`src/rtl/iserdes_pkg.sv`:
```
// Shared types and defaults for the ISERDES lane alignment controller.
package iserdes_pkg;

    typedef enum logic [3:0] {
        ST_IDLE,
        ST_WAIT_LOCK,
        ST_TAP_LOAD,
        ST_SETTLE,
        ST_SAMPLE,
        ST_TAP_NEXT,
        ST_CENTER,
        ST_SLIP,
        ST_SLIP_WAIT,
        ST_CHECK,
        ST_ALIGNED,
        ST_FAIL
    } state_t;

    localparam logic [7:0] DEF_TRAIN_PATTERN = 8'h0A;
    localparam logic [7:0] DEF_IDLE_PATTERN  = 8'hFF;
    // An 8:1 deserialiser has 8 word phases; 8 slips without a match means no phase works.
    localparam int         SLIP_MAX          = 8;

endpackage

```
`src/rtl/iserdes_align_ctrl_if.sv`:
```
// Controller <-> ISERDESE2/IDELAYE2 primitive connection (parallel word in, tap/bitslip out).
interface iserdes_align_ctrl_if #(
    parameter int TAP_W = 5
);
    logic [7:0]       q;
    logic             bitslip;
    logic             dly_ld;
    logic [TAP_W-1:0] dly_tap;

    modport master (input q, output bitslip, output dly_ld, output dly_tap);
    modport slave  (output q, input bitslip, input dly_ld, input dly_tap);
endinterface

```
`src/rtl/eye_tracker.sv`:
```
// Tracks runs of consecutive good IDELAY taps during a sweep and keeps the widest one.
module eye_tracker #(
    parameter int TAP_W = 5
) (
    input  logic             clkdiv,
    input  logic             rst,
    input  logic             clear,
    input  logic             valid,
    input  logic             good,
    input  logic [TAP_W-1:0] tap,
    output logic [TAP_W-1:0] best_start,
    output logic [TAP_W-1:0] best_end,
    output logic [TAP_W:0]   best_width
);
    localparam int LEN_W = TAP_W + 1;

    logic             run_active_reg, run_active_next;
    logic [TAP_W-1:0] run_start_reg, run_start_next;
    logic [LEN_W-1:0] run_len_reg, run_len_next;
    logic [TAP_W-1:0] best_start_reg, best_start_next;
    logic [TAP_W-1:0] best_end_reg, best_end_next;
    logic [LEN_W-1:0] best_width_reg, best_width_next;

    logic [LEN_W-1:0] cur_len;
    logic [LEN_W-1:0] close_len;
    logic [TAP_W-1:0] close_start;
    logic [TAP_W-1:0] close_end;
    logic             do_close;

    always_comb begin
        run_active_next = run_active_reg;
        run_start_next  = run_start_reg;
        run_len_next    = run_len_reg;
        best_start_next = best_start_reg;
        best_end_next   = best_end_reg;
        best_width_next = best_width_reg;
        cur_len         = run_active_reg ? run_len_reg + LEN_W'(1) : LEN_W'(1);
        close_start     = (good && !run_active_reg) ? tap : run_start_reg;
        close_len       = '0;
        close_end       = '0;
        do_close        = 1'b0;

        if (clear) begin
            run_active_next = 1'b0;
            run_start_next  = '0;
            run_len_next    = '0;
            best_start_next = '0;
            best_end_next   = '0;
            best_width_next = '0;
        end else if (valid) begin
            if (good) begin
                run_active_next = 1'b1;
                run_len_next    = cur_len;
                run_start_next  = close_start;
            end
            // The last tap closes an open run even when it is good.
            if (good && (&tap)) begin
                do_close  = 1'b1;
                close_len = cur_len;
                close_end = tap;
            end else if (!good && run_active_reg) begin
                do_close  = 1'b1;
                close_len = run_len_reg;
                close_end = tap - TAP_W'(1);
            end
            if (do_close) begin
                run_active_next = 1'b0;
                run_len_next    = '0;
                // Strictly wider only, so ties keep the lower-tap eye.
                if (close_len > best_width_reg) begin
                    best_start_next = close_start;
                    best_end_next   = close_end;
                    best_width_next = close_len;
                end
            end
        end
    end

    always_ff @(posedge clkdiv or negedge rst) begin
        if (!rst) begin
            run_active_reg <= 1'b0;
            run_start_reg  <= '0;
            run_len_reg    <= '0;
            best_start_reg <= '0;
            best_end_reg   <= '0;
            best_width_reg <= '0;
        end else begin
            run_active_reg <= run_active_next;
            run_start_reg  <= run_start_next;
            run_len_reg    <= run_len_next;
            best_start_reg <= best_start_next;
            best_end_reg   <= best_end_next;
            best_width_reg <= best_width_next;
        end
    end

    assign best_start = best_start_reg;
    assign best_end   = best_end_reg;
    assign best_width = best_width_reg;

endmodule

```
`src/rtl/iserdes_align_ctrl.sv`:
```
// Per-lane link training: IDELAY eye sweep, centre load, bitslip word alignment, loss monitor.
// Define ALIGN_MON_EN to enable the ALIGNED loss monitor with automatic retraining.
module iserdes_align_ctrl
    import iserdes_pkg::*;
#(
    parameter logic [7:0] TRAIN_PATTERN = DEF_TRAIN_PATTERN,
    parameter logic [7:0] IDLE_PATTERN  = DEF_IDLE_PATTERN,
    parameter int         TAP_W         = 5,
    parameter int         SETTLE_CYC    = 8,
    parameter int         STABLE_CNT    = 16,
    parameter int         MIN_EYE       = 4,
    parameter int         LOSS_CNT      = 32
) (
    input  logic                  clkdiv,
    input  logic                  rst,
    input  logic                  start,
    input  logic                  locked_in,
    iserdes_align_ctrl_if.master  serdes,
    output logic                  aligned,
    output logic                  fail,
    output logic [TAP_W:0]        eye_width
);
    localparam int TMR_W  = $clog2(SETTLE_CYC + 1);
    localparam int STAB_W = $clog2(STABLE_CNT + 1);
    localparam int SLIP_W = $clog2(SLIP_MAX + 1);
    localparam logic [TAP_W-1:0] TAP_LAST = '1;

    state_t           state_reg, state_next;
    logic [TAP_W-1:0] tap_reg, tap_next;
    logic [TAP_W:0]   eye_width_reg, eye_width_next;
    logic [TMR_W-1:0] tmr_reg, tmr_next;
    logic [STAB_W-1:0] stab_reg, stab_next;
    logic [SLIP_W-1:0] slip_reg, slip_next;
    logic             centred_reg, centred_next;
    logic             tap_good_reg, tap_good_next;
    logic [7:0]       q_prev_reg;
`ifdef ALIGN_MON_EN
    localparam int LOSS_W = $clog2(LOSS_CNT + 1);
    logic [LOSS_W-1:0] loss_reg, loss_next;
`endif

    logic             trk_clear;
    logic             trk_valid;
    logic [TAP_W-1:0] best_start;
    logic [TAP_W-1:0] best_end;
    logic [TAP_W:0]   best_width;
    logic [TAP_W:0]   centre_sum;

    eye_tracker #(.TAP_W(TAP_W)) u_eye (
        .clkdiv     (clkdiv),
        .rst        (rst),
        .clear      (trk_clear),
        .valid      (trk_valid),
        .good       (tap_good_reg),
        .tap        (tap_reg),
        .best_start (best_start),
        .best_end   (best_end),
        .best_width (best_width)
    );

    assign centre_sum = {1'b0, best_start} + {1'b0, best_end};

    always_comb begin
        state_next     = state_reg;
        tap_next       = tap_reg;
        eye_width_next = eye_width_reg;
        tmr_next       = tmr_reg;
        stab_next      = stab_reg;
        slip_next      = slip_reg;
        centred_next   = centred_reg;
        tap_good_next  = tap_good_reg;
        trk_clear      = 1'b0;
        trk_valid      = 1'b0;
`ifdef ALIGN_MON_EN
        loss_next      = loss_reg;
`endif

        // Lost clock lock aborts whatever training step is in progress.
        if (!locked_in && state_reg != ST_IDLE && state_reg != ST_FAIL) begin
            state_next     = ST_WAIT_LOCK;
            tap_next       = '0;
            eye_width_next = '0;
            centred_next   = 1'b0;
        end else begin
            case (state_reg)
                ST_IDLE: begin
                    if (start) state_next = ST_WAIT_LOCK;
                end
                ST_WAIT_LOCK: begin
                    if (locked_in) begin
                        state_next   = ST_TAP_LOAD;
                        tap_next     = '0;
                        centred_next = 1'b0;
                        trk_clear    = 1'b1;
                    end
                end
                ST_TAP_LOAD: begin
                    state_next = ST_SETTLE;
                    tmr_next   = '0;
                end
                ST_SETTLE: begin
                    if (tmr_reg == TMR_W'(SETTLE_CYC - 1)) begin
                        state_next = centred_reg ? ST_CHECK : ST_SAMPLE;
                        stab_next  = '0;
                        slip_next  = '0;
                    end else begin
                        tmr_next = tmr_reg + TMR_W'(1);
                    end
                end
                ST_SAMPLE: begin
                    if (serdes.q == q_prev_reg && serdes.q != IDLE_PATTERN) begin
                        if (stab_reg == STAB_W'(STABLE_CNT - 1)) begin
                            tap_good_next = 1'b1;
                            state_next    = ST_TAP_NEXT;
                        end else begin
                            stab_next = stab_reg + STAB_W'(1);
                        end
                    end else begin
                        tap_good_next = 1'b0;
                        state_next    = ST_TAP_NEXT;
                    end
                end
                ST_TAP_NEXT: begin
                    trk_valid = 1'b1;
                    if (tap_reg == TAP_LAST) begin
                        state_next = ST_CENTER;
                    end else begin
                        tap_next   = tap_reg + TAP_W'(1);
                        state_next = ST_TAP_LOAD;
                    end
                end
                ST_CENTER: begin
                    if (best_width < (TAP_W + 1)'(MIN_EYE)) begin
                        state_next = ST_FAIL;
                    end else begin
                        tap_next       = TAP_W'(centre_sum >> 1);
                        eye_width_next = best_width;
                        centred_next   = 1'b1;
                        state_next     = ST_TAP_LOAD;
                    end
                end
                ST_CHECK: begin
                    if (serdes.q == TRAIN_PATTERN) begin
                        state_next = ST_ALIGNED;
`ifdef ALIGN_MON_EN
                        loss_next  = '0;
`endif
                    end else if (serdes.q == IDLE_PATTERN) begin
                        state_next = ST_CHECK;
                    end else if (slip_reg == SLIP_W'(SLIP_MAX)) begin
                        state_next = ST_FAIL;
                    end else begin
                        state_next = ST_SLIP;
                    end
                end
                ST_SLIP: begin
                    slip_next  = slip_reg + SLIP_W'(1);
                    tmr_next   = '0;
                    state_next = ST_SLIP_WAIT;
                end
                ST_SLIP_WAIT: begin
                    if (tmr_reg == TMR_W'(SETTLE_CYC - 1)) begin
                        state_next = ST_CHECK;
                    end else begin
                        tmr_next = tmr_reg + TMR_W'(1);
                    end
                end
                ST_ALIGNED: begin
`ifdef ALIGN_MON_EN
                    if (serdes.q == TRAIN_PATTERN) begin
                        loss_next = '0;
                    end else if (serdes.q != IDLE_PATTERN) begin
                        if (loss_reg == LOSS_W'(LOSS_CNT - 1)) begin
                            state_next     = ST_WAIT_LOCK;
                            tap_next       = '0;
                            eye_width_next = '0;
                            centred_next   = 1'b0;
                        end else begin
                            loss_next = loss_reg + LOSS_W'(1);
                        end
                    end
`endif
                end
                ST_FAIL: begin
                    if (start) begin
                        state_next     = ST_WAIT_LOCK;
                        tap_next       = '0;
                        eye_width_next = '0;
                        centred_next   = 1'b0;
                    end
                end
                default: state_next = ST_IDLE;
            endcase
        end
    end

    always_ff @(posedge clkdiv or negedge rst) begin
        if (!rst) begin
            state_reg     <= ST_IDLE;
            tap_reg       <= '0;
            eye_width_reg <= '0;
            tmr_reg       <= '0;
            stab_reg      <= '0;
            slip_reg      <= '0;
            centred_reg   <= 1'b0;
            tap_good_reg  <= 1'b0;
            q_prev_reg    <= '0;
`ifdef ALIGN_MON_EN
            loss_reg      <= '0;
`endif
        end else begin
            state_reg     <= state_next;
            tap_reg       <= tap_next;
            eye_width_reg <= eye_width_next;
            tmr_reg       <= tmr_next;
            stab_reg      <= stab_next;
            slip_reg      <= slip_next;
            centred_reg   <= centred_next;
            tap_good_reg  <= tap_good_next;
            q_prev_reg    <= serdes.q;
`ifdef ALIGN_MON_EN
            loss_reg      <= loss_next;
`endif
        end
    end

    // Strobes decode directly from state, so reset or lock loss can never leave one stuck high.
    assign serdes.dly_ld  = (state_reg == ST_TAP_LOAD);
    assign serdes.bitslip = (state_reg == ST_SLIP);
    assign serdes.dly_tap = tap_reg;
    assign aligned        = (state_reg == ST_ALIGNED);
    assign fail           = (state_reg == ST_FAIL);
    assign eye_width      = eye_width_reg;

endmodule

```
`src/flat_wrapper.sv`:
```
// flat-port wrapper written by rule: the top's interface ports become plain ports
module iserdes_align_ctrl_flat import iserdes_pkg::*;
#(
    parameter logic [7:0] TRAIN_PATTERN = DEF_TRAIN_PATTERN,
    parameter logic [7:0] IDLE_PATTERN  = DEF_IDLE_PATTERN,
    parameter int         TAP_W         = 5,
    parameter int         SETTLE_CYC    = 8,
    parameter int         STABLE_CNT    = 16,
    parameter int         MIN_EYE       = 4,
    parameter int         LOSS_CNT      = 32
)
  (clkdiv, rst, start, locked_in, aligned, fail, eye_width, serdes_q, serdes_bitslip, serdes_dly_ld, serdes_dly_tap);
  iserdes_align_ctrl_if #(.TAP_W(TAP_W)) serdes_i ();
  input  logic clkdiv;
  input  logic rst;
  input  logic start;
  input  logic locked_in;
  output logic aligned;
  output logic fail;
  output logic [TAP_W:0] eye_width;
  input wire logic [$bits(serdes_i.q)-1:0] serdes_q;
  output wire logic [$bits(serdes_i.bitslip)-1:0] serdes_bitslip;
  output wire logic [$bits(serdes_i.dly_ld)-1:0] serdes_dly_ld;
  output wire logic [$bits(serdes_i.dly_tap)-1:0] serdes_dly_tap;
  assign serdes_i.q = serdes_q;
  assign serdes_bitslip = serdes_i.bitslip;
  assign serdes_dly_ld = serdes_i.dly_ld;
  assign serdes_dly_tap = serdes_i.dly_tap;
  iserdes_align_ctrl #(.TRAIN_PATTERN(TRAIN_PATTERN), .IDLE_PATTERN(IDLE_PATTERN), .TAP_W(TAP_W), .SETTLE_CYC(SETTLE_CYC), .STABLE_CNT(STABLE_CNT), .MIN_EYE(MIN_EYE), .LOSS_CNT(LOSS_CNT)) u_core (.clkdiv(clkdiv), .rst(rst), .start(start), .locked_in(locked_in), .serdes(serdes_i), .aligned(aligned), .fail(fail), .eye_width(eye_width));
endmodule
```
`config.mk`:
```
export PLATFORM = sky130hd
export DESIGN_NAME = iserdes_align_ctrl_flat
export DESIGN_NICKNAME = d
export VERILOG_FILES = /design/src/rtl/iserdes_pkg.sv /design/src/rtl/iserdes_align_ctrl_if.sv /design/src/rtl/eye_tracker.sv /design/src/rtl/iserdes_align_ctrl.sv /design/src/flat_wrapper.sv
export SDC_FILE = /design/constraint.sdc
export NUM_CORES = 1
export LEC_CHECK = 0
export ABC_AREA = 1
export CAP_MARGIN = 20
export CELL_PAD_IN_SITES_DETAIL_PLACEMENT = 0
export CELL_PAD_IN_SITES_GLOBAL_PLACEMENT = 2
export CORE_ASPECT_RATIO = 1.5
export CORE_MARGIN = 3
export CORE_UTILIZATION = 35
export CTS_CLUSTER_DIAMETER = 100
export CTS_CLUSTER_SIZE = 8
export DETAILED_ROUTE_END_ITERATION = 7
export MAX_ROUTING_LAYER = met4
export PLACE_DENSITY = 0.79
export SLEW_MARGIN = 20
export SYNTH_ARGS = -nofsm -noshare
export SYNTH_HDL_FRONTEND = slang
export SYNTH_SLANG_ARGS = --single-unit
```
`constraint.sdc`:
```
create_clock -name clkdiv -period 3.1 [get_ports clkdiv]
set_input_delay 0.93 -clock clkdiv [delete_from_list [all_inputs] [get_ports clkdiv]]
set_output_delay 0.93 -clock clkdiv [all_outputs]
set_load 0.02 [all_outputs]
```
# Word level (Yosys, flattened, before mapping)
# Index checks and enable logic that the tools add are counted.
# totals
in_bits	12
reg_bits	66
word_cells	175
# classes
magnitude_cmp	2
n_eq_ne	34
addsub	7
n_reduce_logical	37
bitwise_logic	1
muxes	79
# op_table
cell	n
$mux 5	22
$mux 6	16
$mux 4	14
$pmux 4 s11	1
$eq 4x3->1 const B	5
$eq 4x4->1 const B	5
$pmux 5 s4	1
$mux 1	19
$pmux 4 s2	2
$reduce_and 3->1	5
$reduce_and 5->1	3
$reduce_bool 2->1	7
$ne 3x2->1 const B	4
$pmux 6 s2	1
$add 5x1->5 const B	2
$pmux 5 s2	1
$ne 3x1->1 const B	3
$add 4x1->4 const B	2
$eq 4x2->1 const B	2
$eq 8x4->1 const B	1
$eq 8x8->1	1
$eq 8x8->1 const B	1
$ne 8x8->1 const B	1
$reduce_bool 4->1	2
24 further kinds	39

# Logic depth before layout (Yosys ltp)
# Gate-level depths: netlist of the first run.
# depth
word_depth	11
mapped_depth	20
ltp_nobuf	19

# Hierarchy
# A second synthesis of the first run with hierarchy kept.
# hier_totals
cells_unflattened	570
hier_area_um2	4235.3
# by_module_without_submodules
mod	instances	area_each_um2	cells_each
iserdes_align_ctrl	1	2506.2	344
eye_tracker	1	1729.2	226

# Worst setup path before layout of the first run
# No wires, ideal clock.
# synth_path
path_kind	flip-flop to flip-flop
start	register u_core.tap_reg[0], in the netlist u_core.serdes.dly_tap[0]
end	register u_core.u_eye.best_width_reg[0], in the netlist u_core.u_eye.best_width[0]
synth_period_minus_slack_ps	2646
path_buffers	1
slack_ps	454
path_stages_with_launch	20
arrival_time_ps	2515
required_ps	2969
setup_ps	131
path_cell_list	dfrtp_1 ha_1 nand2_1 nor2_1 ha_1 nand2_1 inv_2 a22oi_1 inv_1 ha_1 nand2_1 nor2_1 o21ai_0 nand3_1 nand2_1 nand2_1 nand2_2 buf_2 nand2_1 o21ai_0
# synth_between
elab_chain_cells	9
# synth_lines
element	line	rtl
from (decl)	iserdes_align_ctrl.sv:29	logic [TAP_W-1:0] tap_reg, tap_next;
from (signal assigned)	iserdes_align_ctrl.sv:213	tap_reg <= tap_next;
$reduce_and 5->1 (*)	eye_tracker.sv:57	if (good && (&tap)) begin
$logic_and 1x1->1 (*)	eye_tracker.sv:57	
parallel branches: the longest is 7 deep, another holds $gt 6x6->1	--	
to (signal assigned)	eye_tracker.sv:93	best_width_reg <= best_width_next;
to (decl)	eye_tracker.sv:22	logic [LEN_W-1:0] best_width_reg, best_width_next;
# Every way passes the cells marked *. The select of a mux whose other input is x is not followed.
# A chain may end at the register's enable or synchronous reset.

# Worst setup path after layout of the first run
# layout_path
start	register u_core.state_reg[3]
end	output port serdes_bitslip
# layout_between
elab_chain_cells	1
# layout_lines
element	line	rtl
from (decl)	iserdes_align_ctrl.sv:28	state_t state_reg, state_next;
from (signal assigned)	iserdes_align_ctrl.sv:212	state_reg <= state_next;
$eq 4x3->1	iserdes_align_ctrl.sv:229	assign serdes.bitslip = (state_reg == ST_SLIP);
to (decl)	flat_wrapper.sv:22	output wire logic [$bits(serdes_i.bitslip)-1:0] serdes_bitslip;
# No other way between the ends.

==> results_dict.tcl, run 1 <==
set metrics [dict create \
    overflow 0 \
    power.share.combinational 0.383 \
    diodes 0 \
    fin_worst_skew_ps 7.76 \
    nets 615 \
    coreArea_sq_mm 0.0112 \
    power.switching_w 0.00138 \
    start_kind "flip-flop" \
    ant_nets 0 \
    dp.cells 718 \
    synthMuxAreaShare 0 \
    synth.top_cell.area_share 0.403 \
    finalSetupViolations 0 \
    ios 27 \
    syn_nets 576 \
    tritoncts "built" \
    portBuffers 26 \
    initial_core_util 0.365 \
    slowest_delay_ps 640 \
    synthCells 544 \
    critPathMaxFanout 6 \
    hp-class "reg2reg" \
    synth_fa_ha_area_frac 0.0629 \
    swShare 0.402 \
    maxCapViolations 0 \
    grt_pass1_wl_mm 17.8 \
    stdcell_count 735 \
    synth-edff-count 0 \
    largest_reg_flops 8 \
    die_w_um 94.4 \
    cts.sinks 66 \
    fp-row-count 47 \
    syn_area_sq_mm 0.00410 \
    grt_pass1_vias 3562 \
    finalWeightedCongestion 0.843 \
    synthXorXnorAreaFrac 0.0171 \
    htree_levels 3 \
    path_class "reg2out" \
    drive_above_1_share 0.0918 \
    clk_latency_ps 330 \
    cellPowerDensity_mw_per_mm2 706 \
    synth_common_cells "nand2_1, inv_1, dfrtp_1" \
    dpl.hpwl_mm 8.24 \
    yosys_warnings 0 \
    internal_power_w 0.00205 \
    synth_compound_area_frac 0.137 \
    die_h_um 139 \
    viasPerCell 4.87 \
    peakVddDrop_v 0.000338 \
    fin_crit_sh 0.946 \
    yosysTopAreaCell "dfrtp_1" \
    wirelength_mm 10.7 \
    max_freq_mhz 341 \
    cp.required_ps 2170 \
    power.leakage_nw 2.43 \
    cp_slowest_cell "clkdlybuf4s50_1" \
    path_clk_slew_ps 50 \
    cts-root-buf "clkbuf_16" \
    ys_seq_area_frac 0.403 \
    die_area_sq_mm 0.0131 \
    pwr-share-seq 0.347 \
    crit_arrival_ps 2000 \
    path_cells "nor2_2 > nand2_1 > inv_1 > clkdlybuf4s50_1" \
    synth_area_leaders "dfrtp_1, nand2_1, inv_1" \
    avgSynthCellArea_sq_um 7.54 \
    ctsHoldBuffers 0 \
    status "completed" \
    slew_headroom 0.612 \
    cts_buffer_depth 2 \
    hold_viol 0 \
    cts_buffers 9 \
    cts_resized 0 \
    worst_setup_path_end_kind "output pin" \
    finalSetupTns_ps 0 \
    post_cts_buffers 0 \
    avgRoutedWirePerCell_um 14.6 \
    ys_ff_latch 66 \
    slew_viol_final 0 \
    synth_top_flop_cell "dfrtp_1" \
    yosysMostFrequentCell "nand2_1" \
    synthArstFlopShare 1.00 \
    worstMarginPinSlew_ps 581 \
    rsz0062_at_grt "false" \
    drc 0 \
    grt_max_degree 67 \
    fin_crit_ps 2930 \
    synth_top_family_by_area "simple AND/OR/NAND/NOR gates" \
    r2r_setup_slack_ps 290 \
    synthToLayoutAreaGrowth_pct 18.6 \
    grt_usage 0.177 \
    antenna_found_initial 0 \
    clkPwrFrac 0.270 \
    num_vias 3576 \
    yosys.area_share.simple 0.296 \
    synth.distinct_cells 38 \
    drt_pre_antenna_iters 4 \
    drtIter0Drc 123 \
]
## worst max-delay path, delay by kind of cell (launching register included)
kind | cells | cell delay, ps
DFF | 1 | 490
and+or+nand+nor | 2 | 370
buffers and inverters | 2 | 820
## power groups by stage
stage | sequential [W] | clock (W) | combinational, W
4_1_cts | 0.00119 | 0.000951 | 0.00131
3_5_place_dp | 0.00120 | 0 | 0.00131
6_report | 0.00119 | 0.000926 | 0.00131
3_3_place_gp | 0.00121 | 0 | 0.00130
5_1_grt | 0.00122 | 0.000996 | 0.00149
2_1_floorplan | 0.00121 | 0 | 0.000876
## through the flow
stage / power (W) / worst slack (ps) / hold slack [ps] / utilization / area, sq um
global placement: 0.00251 / 253 / 466 / 0.406 / 4560
global route: 0.00370 / 14.5 / 499 / 0.433 / 4860
floorplan: 0.00208 / 454 / 453 / - / 4100
finish: 0.00343 / 168 / 485 / 0.433 / 4860
detailed placement: 0.00252 / 84.1 / 473 / 0.406 / 4560
CTS: 0.00346 / 86.6 / 486 / 0.429 / 4820
## cell families after synthesis
| logic type | count (synthesis) |
|---|---|
| buf+inv | 85 |
| flops | 66 |
| simple gates | 268 |
| xor+xnor | 8 |
| fa+ha+maj | 20 |
| compound gates | 97 |
## area by class of cell
class / instances / area, sq um
Fill cell: 1200 / 6370
Multi-Input combinational cell: 394 / 2140
Sequential cell: 66 / 1650
Timing Repair Buffer: 34 / 328
Inverter: 78 / 293
Clock buffer: 13 / 250
Tap cell: 147 / 184
Clock inverter: 3 / 15.0
## cell usage in the layout (no fill, tap or decap), drive strengths merged
cell / instances
ha: 19
a21oi: 14
clkdlybuf4s50: 25
nand3: 40
dfrtp: 66
nor3b: 1
buf: 9
o21bai: 1
a41oi: 1
o22ai: 5
nand4: 12
clkbuf: 13
a22oi: 4
nor2: 50
o21ai: 63
a32o: 1
nand2: 159
xor2: 3
nor3: 5
fa: 1
o21a: 1
a2bb2oi: 1
inv: 78
xnor2: 5
o31ai: 6
or2: 2
clkinv: 3
## layer usage
metal  share of wire  vias up  GRT usage
li1                -     1854          -
met1            0.41     1673      0.198
met2            0.56       34      0.317
met3           0.020       15     0.0299
met4           0.018        0     0.0502
met5               0        -          -
## worst paths after layout
kind,depth (start not counted),from,endpoint
worst max-delay path,4,u_core.state_reg[3],serdes_bitslip
worst min-delay path,2,u_core.u_eye.run_start_reg[2],u_core.u_eye.run_start_reg[2]
worst max register to register,18,u_core.serdes.dly_tap[0],u_core.u_eye.best_start[1]
worst min register to register,2,u_core.u_eye.run_start_reg[2],u_core.u_eye.run_start_reg[2]
max in group asynchronous,2,rst,u_core.serdes.dly_tap[2]
min in group asynchronous,2,rst,u_core.u_eye.run_len_reg[0]
Power figures use the tool's default switching activity.
==> run 2: changes to the inputs <==
--- a/config.mk
+++ b/config.mk
@@ -6,7 +6,7 @@
 export NUM_CORES = 1
 export LEC_CHECK = 0
 export ABC_AREA = 1
-export CAP_MARGIN = 20
+export CAP_MARGIN = 25
 export CELL_PAD_IN_SITES_DETAIL_PLACEMENT = 0
 export CELL_PAD_IN_SITES_GLOBAL_PLACEMENT = 2
 export CORE_ASPECT_RATIO = 1.5
@@ -15,9 +15,10 @@
 export CTS_CLUSTER_DIAMETER = 100
 export CTS_CLUSTER_SIZE = 8
 export DETAILED_ROUTE_END_ITERATION = 7
+export HOLD_SLACK_MARGIN = 0.06
 export MAX_ROUTING_LAYER = met4
 export PLACE_DENSITY = 0.79
-export SLEW_MARGIN = 20
+export SLEW_MARGIN = 40
 export SYNTH_ARGS = -nofsm -noshare
 export SYNTH_HDL_FRONTEND = slang
 export SYNTH_SLANG_ARGS = --single-unit
==> results of run 2 <==
Same layout as run 1: the final DEF is identical, and so are final timing and power.
==> run 3: changes to the inputs <==
--- a/config.mk
+++ b/config.mk
@@ -6,7 +6,6 @@
 export NUM_CORES = 1
 export LEC_CHECK = 0
 export ABC_AREA = 1
-export CAP_MARGIN = 25
 export CELL_PAD_IN_SITES_DETAIL_PLACEMENT = 0
 export CELL_PAD_IN_SITES_GLOBAL_PLACEMENT = 2
 export CORE_ASPECT_RATIO = 1.5
==> results of run 3 <==
Same layout as run 1: the final DEF is identical, and so are final timing and power.
